**config.mk**
```make
export PLATFORM = sky130hd
export DESIGN_NAME = if_fetch_unit
export DESIGN_NICKNAME = d
export VERILOG_FILES = /design/src/rtl/fetch_pkg.sv /design/src/rtl/fetch_fifo.sv /design/src/rtl/if_fetch_unit.sv
export SDC_FILE = /design/constraint.sdc
export NUM_CORES = 1
export LEC_CHECK = 0
export BUFFER_PORTS_ARGS = -buffer_cell sky130_fd_sc_hd__buf_2
export CAP_MARGIN = 15
export CORE_MARGIN = 2
export CORE_UTILIZATION = 45
export CTS_CLUSTER_DIAMETER = 120
export DETAILED_ROUTE_END_ITERATION = 16
export PLACE_DENSITY = 0.68
export SETUP_SLACK_MARGIN = 0.3
export SKIP_CTS_REPAIR_TIMING = 1
export SLEW_MARGIN = 20
export SYNTH_ARGS = -nofsm -noshare
export SYNTH_HDL_FRONTEND = slang
export SYNTH_SLANG_ARGS = --single-unit
```
**constraint.sdc**
```tcl
create_clock -name clk -period 14.47 [get_ports clk]
set_input_delay 1.447 -clock clk [delete_from_list [all_inputs] [get_ports clk]]
set_output_delay 1.447 -clock clk [all_outputs]
set_load 0.05 [all_outputs]
```
**src/rtl/fetch_pkg.sv**
```systemverilog
// Shared types and constants for the instruction fetch front end.
package fetch_pkg;

    localparam logic [31:0] NOP_INST = 32'h0000_0013;

    typedef enum logic [1:0] {
        RUN  = 2'd0,
        WAIT = 2'd1,
        KILL = 2'd2
    } fetch_state_e;

    typedef struct packed {
        logic [31:0] pc;
        logic [31:0] inst;
    } fetch_entry_t;

endpackage

```
**src/rtl/fetch_fifo.sv**
```systemverilog
// Small circular buffer of fetched {pc, inst} entries.
module fetch_fifo
    import fetch_pkg::*;
#(
    parameter int DEPTH = 2,
    localparam int CW = $clog2(DEPTH + 1),
    localparam int PW = (DEPTH > 1) ? $clog2(DEPTH) : 1
) (
    input  logic         clk,
    input  logic         rst,
    input  logic         flush,
    input  logic         push,
    input  logic         pop,
    input  fetch_entry_t wdata,
    output fetch_entry_t head,
    output logic [CW-1:0] count
);

    logic [PW-1:0] wr_ptr;
    logic [PW-1:0] rd_ptr;
    fetch_entry_t  mem [DEPTH];

    function automatic logic [PW-1:0] inc(input logic [PW-1:0] p);
        return (p == PW'(DEPTH - 1)) ? '0 : p + 1'b1;
    endfunction

    always_ff @(posedge clk or posedge rst) begin
        if (rst) begin
            wr_ptr <= '0;
            rd_ptr <= '0;
            count  <= '0;
        end else if (flush) begin
            wr_ptr <= '0;
            rd_ptr <= '0;
            count  <= '0;
        end else begin
            if (push) wr_ptr <= inc(wr_ptr);
            if (pop)  rd_ptr <= inc(rd_ptr);
            unique case ({push, pop})
                2'b10:   count <= count + 1'b1;
                2'b01:   count <= count - 1'b1;
                default: count <= count;
            endcase
        end
    end

    always_ff @(posedge clk) begin
        if (push && !flush) mem[wr_ptr] <= wdata;
    end

    assign head = mem[rd_ptr];

endmodule

```
**src/rtl/if_fetch_unit.sv**
```systemverilog
// Fetch PC generation, single-outstanding imem requests and
// buffered delivery of {pc, inst} to the IF latch.
module if_fetch_unit
    import fetch_pkg::*;
#(
    parameter logic [31:0] RESET_PC   = 32'h0000_0000,
    parameter int          FIFO_DEPTH = 2
) (
    input  logic        clk,
    input  logic        rst,
    input  logic        stall,
    input  logic        redirect,
    input  logic [31:0] redirect_pc,
    output logic        imem_req,
    output logic [31:0] imem_addr,
    input  logic        imem_rvalid,
    input  logic [31:0] imem_rdata,
    output logic        if_valid,
    output logic [31:0] if_pc,
    output logic [31:0] if_inst
);

    localparam int CW = $clog2(FIFO_DEPTH + 1);

    fetch_state_e  state;
    logic [31:0]   fetch_pc;
    logic [31:0]   req_pc;
    logic [CW-1:0] count;
    logic [CW:0]   count_after;
    fetch_entry_t  head;
    fetch_entry_t  wdata;
    logic          push;
    logic          pop;
    logic          issue;

    assign push = (state == WAIT) && imem_rvalid && !redirect;
    assign pop  = (count != '0) && !stall && !redirect;

    assign count_after = {1'b0, count}
                       + {{CW{1'b0}}, push}
                       - {{CW{1'b0}}, pop};

    // A new request may go out as soon as the previous one returns.
    assign issue = !rst && !redirect
                && (state == RUN || imem_rvalid)
                && (count_after < (CW+1)'(FIFO_DEPTH));

    assign imem_req  = issue;
    assign imem_addr = fetch_pc;
    assign wdata     = {req_pc, imem_rdata};

    fetch_fifo #(
        .DEPTH (FIFO_DEPTH)
    ) u_fifo (
        .clk   (clk),
        .rst   (rst),
        .flush (redirect),
        .push  (push),
        .pop   (pop),
        .wdata (wdata),
        .head  (head),
        .count (count)
    );

    assign if_valid = (count != '0);
    assign if_pc    = if_valid ? head.pc   : '0;
    assign if_inst  = if_valid ? head.inst : NOP_INST;

    always_ff @(posedge clk or posedge rst) begin
        if (rst) begin
            state    <= RUN;
            fetch_pc <= RESET_PC;
            req_pc   <= '0;
        end else if (redirect) begin
            fetch_pc <= {redirect_pc[31:2], 2'b00};
            // An in-flight request must still drain before refetching.
            if (state != RUN) state <= imem_rvalid ? RUN : KILL;
        end else if (issue) begin
            fetch_pc <= fetch_pc + 32'd4;
            req_pc   <= fetch_pc;
            state    <= WAIT;
        end else if (state != RUN && imem_rvalid) begin
            state <= RUN;
        end
    end

endmodule
```
# After elaboration in Yosys (flattened, before gate mapping)
# Memories as Yosys holds them, arrays and structs flattened.
# Cells that the tools add are included.
# classes
n_addsub	7
n_lt_le_gt_ge	1
eq_ne	4
muxes	19
bitwise	1
n_reduce_logical	23
# op_table
op	count
32-bit two-way mux	4
32-bit by 3-bit adder with 32-bit output (second input constant)	1
2-bit two-way mux	6
2-bit nonzero test	5
1-bit logical AND	9
1-bit two-way mux	8
3-bit nonzero test	2
2-bit by 1-bit equality test with 1-bit output (second input constant)	2
2-bit case mux with 2 select lines	1
2-bit AND reduction	2
2-bit by 1-bit adder with 3-bit output	1
1-bit logical NOT	3
3-bit by 2-bit less-than comparator with 1-bit output (second input constant)	1
3-bit by 1-bit subtractor with 3-bit output	1
1-bit adder (second input constant)	2
2-bit by 1-bit adder with 2-bit output (second input constant)	1
2-bit equality test (second input constant)	1
2-bit logical NOT	1
2-bit by 1-bit != test with 1-bit output (second input constant)	1
2-bit by 1-bit subtractor with 2-bit output (second input constant)	1
1-bit logical OR	1
1-bit NOT	1
# totals
register_bits	70
mem_bits_rw	128
output_inout_bits	98
memories	1
# mem_list
name	words	width	read_ports	rd_ports_with_merged_regs	wr	line	source
u_fifo.mem	2	64	1	0	1	fetch_fifo.sv:21	fetch_entry_t mem [DEPTH];

# Longest topological paths before layout
# logic_depth
word_depth	9
ltp_mapped	13
depth_no_buf	10

# By module
# A second synthesis with hierarchy kept.
# unflattened
cells_unflattened	645
area_unflattened_um2	8597.0
# modules_own_cells
mod	instances	cells_each	area_per_inst_um2	seq_area_each_um2
fetch_fifo	1	219	5032.3	3943.8
if_fetch_unit	1	426	3564.7	1551.5

# Least setup slack after synthesis
# No wires, ideal clock.
# synth_path
path_kind	input to register
start	in redirect
end	mem u_fifo.mem[1][0] (netlist name), enable pin
setup_time_ps	571
arrival_ps	6401
required_time_ps	13899
setup_slack_ps	7497
stages	3
path_buffers	2
path_cell_list	clkbuf_1 -> buf_1 -> nor3b_1
# synth_via
elab_chain_cells	5
# synth_lines
element	line	source
start, declared	if_fetch_unit.sv:12	input logic redirect,
1-bit logical NOT *	fetch_fifo.sv:48, if_fetch_unit.sv:36	
1-bit logical AND	if_fetch_unit.sv:36	assign push = (state == WAIT) && imem_rvalid && !redirect;
1-bit logical AND *	fetch_fifo.sv:48	if (push && !flush) mem[wr_ptr] <= wdata;
1-bit two-way mux *	fetch_fifo.sv:48	
1-bit two-way mux (implied by the code) *	fetch_fifo.sv:48	
end, declared	fetch_fifo.sv:21	
# Mark *: on every way between the ends. The rest lies on a longest branch, timed or not.

# Final worst setup path
# layout_path
start	in redirect
end	out imem_req
# layout_via
elab_chain_cells	6
elab_cells_between_ends	9
classes_between	add/sub: 2; order compare: 1; reduce/logical: 6
# layout_lines
element	line	source
1-bit logical NOT *	if_fetch_unit.sv:36, if_fetch_unit.sv:37, if_fetch_unit.sv:44	
1-bit logical AND	if_fetch_unit.sv:36	
2-bit by 1-bit adder with 3-bit output	if_fetch_unit.sv:40	+ {{CW{1'b0}}, push}
3-bit by 1-bit subtractor with 3-bit output	if_fetch_unit.sv:41	- {{CW{1'b0}}, pop};
3-bit by 2-bit less-than comparator with 1-bit output	if_fetch_unit.sv:46	&& (count_after < (CW+1)'(FIFO_DEPTH));
1-bit logical AND *	if_fetch_unit.sv:46	
end, declared	if_fetch_unit.sv:14	output logic imem_req,
# Marked as above.

==> summary.log <==
qor: global_route.first_global_vias 4863
qor: layout.stdcell_count 966
qor: layout.final_core_utilization 55.36%
qor: cts.cts_num_sinks 190
qor: sta.tightestPinTransition 1.045 ns
qor: place.numPlacedInstances 931
qor: yosys.netlist_top_cells_area sky130_fd_sc_hd__edfxtp_1 (47%), sky130_fd_sc_hd__dfrtp_1 (21%), sky130_fd_sc_hd__mux2i_1 (8.0%)
qor: layout.final_common_cell sky130_fd_sc_hd__buf_2
qor: drt.viasPerCell 5.120
qor: sta.hold-worst-slack 0.4701 ns
qor: floorplanning.initial_utilization 45.86%
qor: setup_path.critical_path_required 13.02 ns
qor: setup_path.endpoint_kind output pin
qor: global_route.gr-total-overflow 0
qor: cts.clock_path_buffers 2
qor: yosys.netlist_instances 564
qor: layout.areaGrowthSynthToFinish 20.71%
qor: yosys.postSynthRegisterBits 190
qor: sta.setup_repair_after_global_routing_missed_its_margin false
qor: cts.number_of_levels_in_the_clock_h_tree 4
qor: layout.drive_gt1_share 32.75%
qor: drt.per_cell_routed_wire_length 17.26 um
qor: drt.drt_pre_antenna_iters 4
qor: drt.drtAntennaViolNets 0
qor: place.io_buffer_count 160
qor: flow_run.cap_viol_max_count 0
qor: worst_hold_path.worstHoldPathType register to register
qor: floorplanning.row_count 48
qor: sta.final_min_period_over_clock_period 38.77%
qor: yosys.synth.largest_area_cell sky130_fd_sc_hd__edfxtp_1
qor: floorplanning.fp.dieArea 18580 um2
qor: drt.drt_iter0_markers 352
qor: drt.num_vias 4946
qor: sta.max_freq 178.2 MHz
qor: sta.setup-violations-final 0
qor: power.power_density_over_the_cells 130.8 nW/um2
qor: yosys.synth-main-ff-cell sky130_fd_sc_hd__edfxtp_1
qor: place.dpl.hpwl 10720 um
qor: sta.timing_max_transition_violations_final 0
qor: yosys.ys_warn_count 0
qor: yosys.syn_area_per_cell 13.97 um2
qor: layout.final_cell_mix sky130_fd_sc_hd__buf_2 (160), sky130_fd_sc_hd__edfxtp_1 (124), sky130_fd_sc_hd__nor2_1 (67), sky130_fd_sc_hd__dfrtp_1 (65), sky130_fd_sc_hd__mux2i_1 (63)
qor: floorplanning.core_region_area 17180 um2
qor: setup_path.path_class input pin to output pin
qor: cts.cts.clk_slew.worst_paths 0.07 ns
qor: sta.setup_tns 0 ns
qor: power.total_power 0.001243 W
qor: power.worst_ir_drop_vdd 0.00008020 V
qor: yosys.asyncSetResetFlopFracSynth 34.74%
qor: drt.detail_route.drc_violations 0
qor: setup_path.worst-endpoint-arrival 4.16 ns
qor: yosys.mappedNetlistArea 7878 um2
qor: floorplanning.die_width 136.3 um
qor: sta.hold_viol 0
qor: global_route.antenna_found_initial 2
qor: yosys.synthDominantCellAreaShare 47.27%
qor: floorplanning.io_pins 167
qor: global_route.grt_pass1_wl 25670 um
qor: setup_path.timing.critical_path.fanout_max 65
qor: sta.fin_skew 0.006617 ns
qor: cts.cts.root.buffer_cell sky130_fd_sc_hd__clkbuf_16
qor: status.run_status completed
qor: layout.layout.nets 798
qor: cts.tritoncts yes
qor: place.routability_cong 0.7816
qor: yosys.synth.yosys.seq_area_share 68.23%
qor: sta.max-slew-margin-rel 29.93%
qor: global_route.grt_start_max_net_pins 66
qor: setup_path.startpoint_type input pin
qor: setup_path.path_depth_of_the_worst_reg2reg_path 10
qor: sta.period_needed 5.610 ns
qor: cts.cts_made_buffers 17
qor: cts.clk-insertion-delay-late 0.42 ns
qor: floorplanning.chipHeight 136.3 um
qor: global_route.gr-usage-all-layers 18.17%
qor: yosys.synth.distinct_cells 42
qor: power.power_leakage 3.733 nW
qor: yosys.synth-edff-count 124
qor: worst_hold_path.whs_path_depth 0
qor: drt.totalWireLength 16670 um
## per-layer routing
| metal | vias to the layer above | share of wire, % | track usage (%) |
|---|---|---|---|
| met1 | 2403 | 46 | 25.16 |
| met2 | 151 | 47 | 28.39 |
| met4 | 0 | 1.1 | 5.903 |
| li1 | 2376 | - | - |
| met5 | - | 0 | 0 |
| met3 | 16 | 6.4 | 4.400 |
## worst paths after layout
check | startpoint | endpoint | slack [ns]
min | req_pc[5] | u_fifo.mem[0][37] | 0.47
max | redirect | imem_req | 8.86
max in group asynchronous | rst | u_fifo.rd_ptr | 12.38
max reg2reg | u_fifo.count[1] | imem_addr[31] | 10.48
min in group asynchronous | rst | req_pc[4] | 1.05
min reg2reg | req_pc[5] | u_fifo.mem[0][37] | 0.47
## flip-flops by register name (all words and copies together) (netlist names)
name           flops
req_pc            30
u_fifo.rd_ptr      1
state              2
u_fifo.mem       124
u_fifo.count       2
u_fifo.wr_ptr      1
imem_addr         30
## layout make-up
type	count	area, um2
multi-input cells	343	2382
well taps	225	281.5
clock buffers	22	465.4
diodes	2	5.005
flip-flops and latches	190	5379
fillers	1434	7667
clock inverters	10	88.84
repair buffers	169	888.4
inverters	5	18.77
## stage by stage
stage	setup WS [ns]	instance area, um2
after floorplan	7.497	7889
after global placement	8.910	8922
after detailed placement	8.873	8922
after CTS	8.864	9477
after global routing	8.682	9507
final	8.860	9509
## worst max-delay path, cell delays in order
cell and delay, ns:
sky130_fd_sc_hd__buf_2 0.07, sky130_fd_sc_hd__buf_4 0.49, sky130_fd_sc_hd__nor3_1 0.14, sky130_fd_sc_hd__ha_1 0.29
sky130_fd_sc_hd__or3_1 0.36, sky130_fd_sc_hd__fa_1 0.50, sky130_fd_sc_hd__nand2b_1 0.20, sky130_fd_sc_hd__nor4_4 0.29
sky130_fd_sc_hd__buf_2 0.32
## power by group
part           leakage (nW)  internal, W  total (W)  switching [W]
registers              1.93     0.000627   0.000659      0.0000321
logic                  1.53    0.0000497   0.000148      0.0000983
clock network         0.269     0.000247   0.000436       0.000189
## cell usage after synthesis (2+ instances only)
cell,n
sky130_fd_sc_hd__nand4_1,18
sky130_fd_sc_hd__a21oi_1,5
sky130_fd_sc_hd__o21ai_0,30
sky130_fd_sc_hd__xor2_1,22
sky130_fd_sc_hd__a31o_2,2
sky130_fd_sc_hd__nor3b_1,2
sky130_fd_sc_hd__xnor2_1,4
sky130_fd_sc_hd__buf_2,5
sky130_fd_sc_hd__nor2_1,68
sky130_fd_sc_hd__o211ai_1,2
sky130_fd_sc_hd__nand2b_1,2
sky130_fd_sc_hd__or3_1,4
sky130_fd_sc_hd__nand2_1,42
sky130_fd_sc_hd__and4_1,2
sky130_fd_sc_hd__edfxtp_1,124
sky130_fd_sc_hd__nor4_1,3
sky130_fd_sc_hd__buf_1,5
sky130_fd_sc_hd__mux2i_1,63
sky130_fd_sc_hd__dfrtp_1,66
sky130_fd_sc_hd__nor3_1,4
sky130_fd_sc_hd__and2_1,2
sky130_fd_sc_hd__nand3_1,10
sky130_fd_sc_hd__buf_4,4
sky130_fd_sc_hd__inv_1,5
sky130_fd_sc_hd__nor4_4,2
sky130_fd_sc_hd__clkbuf_1,15
sky130_fd_sc_hd__and3_1,7
sky130_fd_sc_hd__ha_1,2
sky130_fd_sc_hd__mux2_2,31
## cell families (layout without fill, tap and decap cells)
logic type,count (synthesis),count (layout),synth area share [%]
adder cells (fa/ha/maj),3,3,0.5718
XOR/XNOR,26,26,2.891
buffers and inverters,34,206,1.890
other,1,6,0.04760
multiplexers,94,94,12.44
AND/OR/NAND/NOR,174,174,10.99
flip-flops,190,190,68.23
AO/OA/AOI/OAI,42,42,2.938
Note: power is estimated with default switching activity, not from simulation.
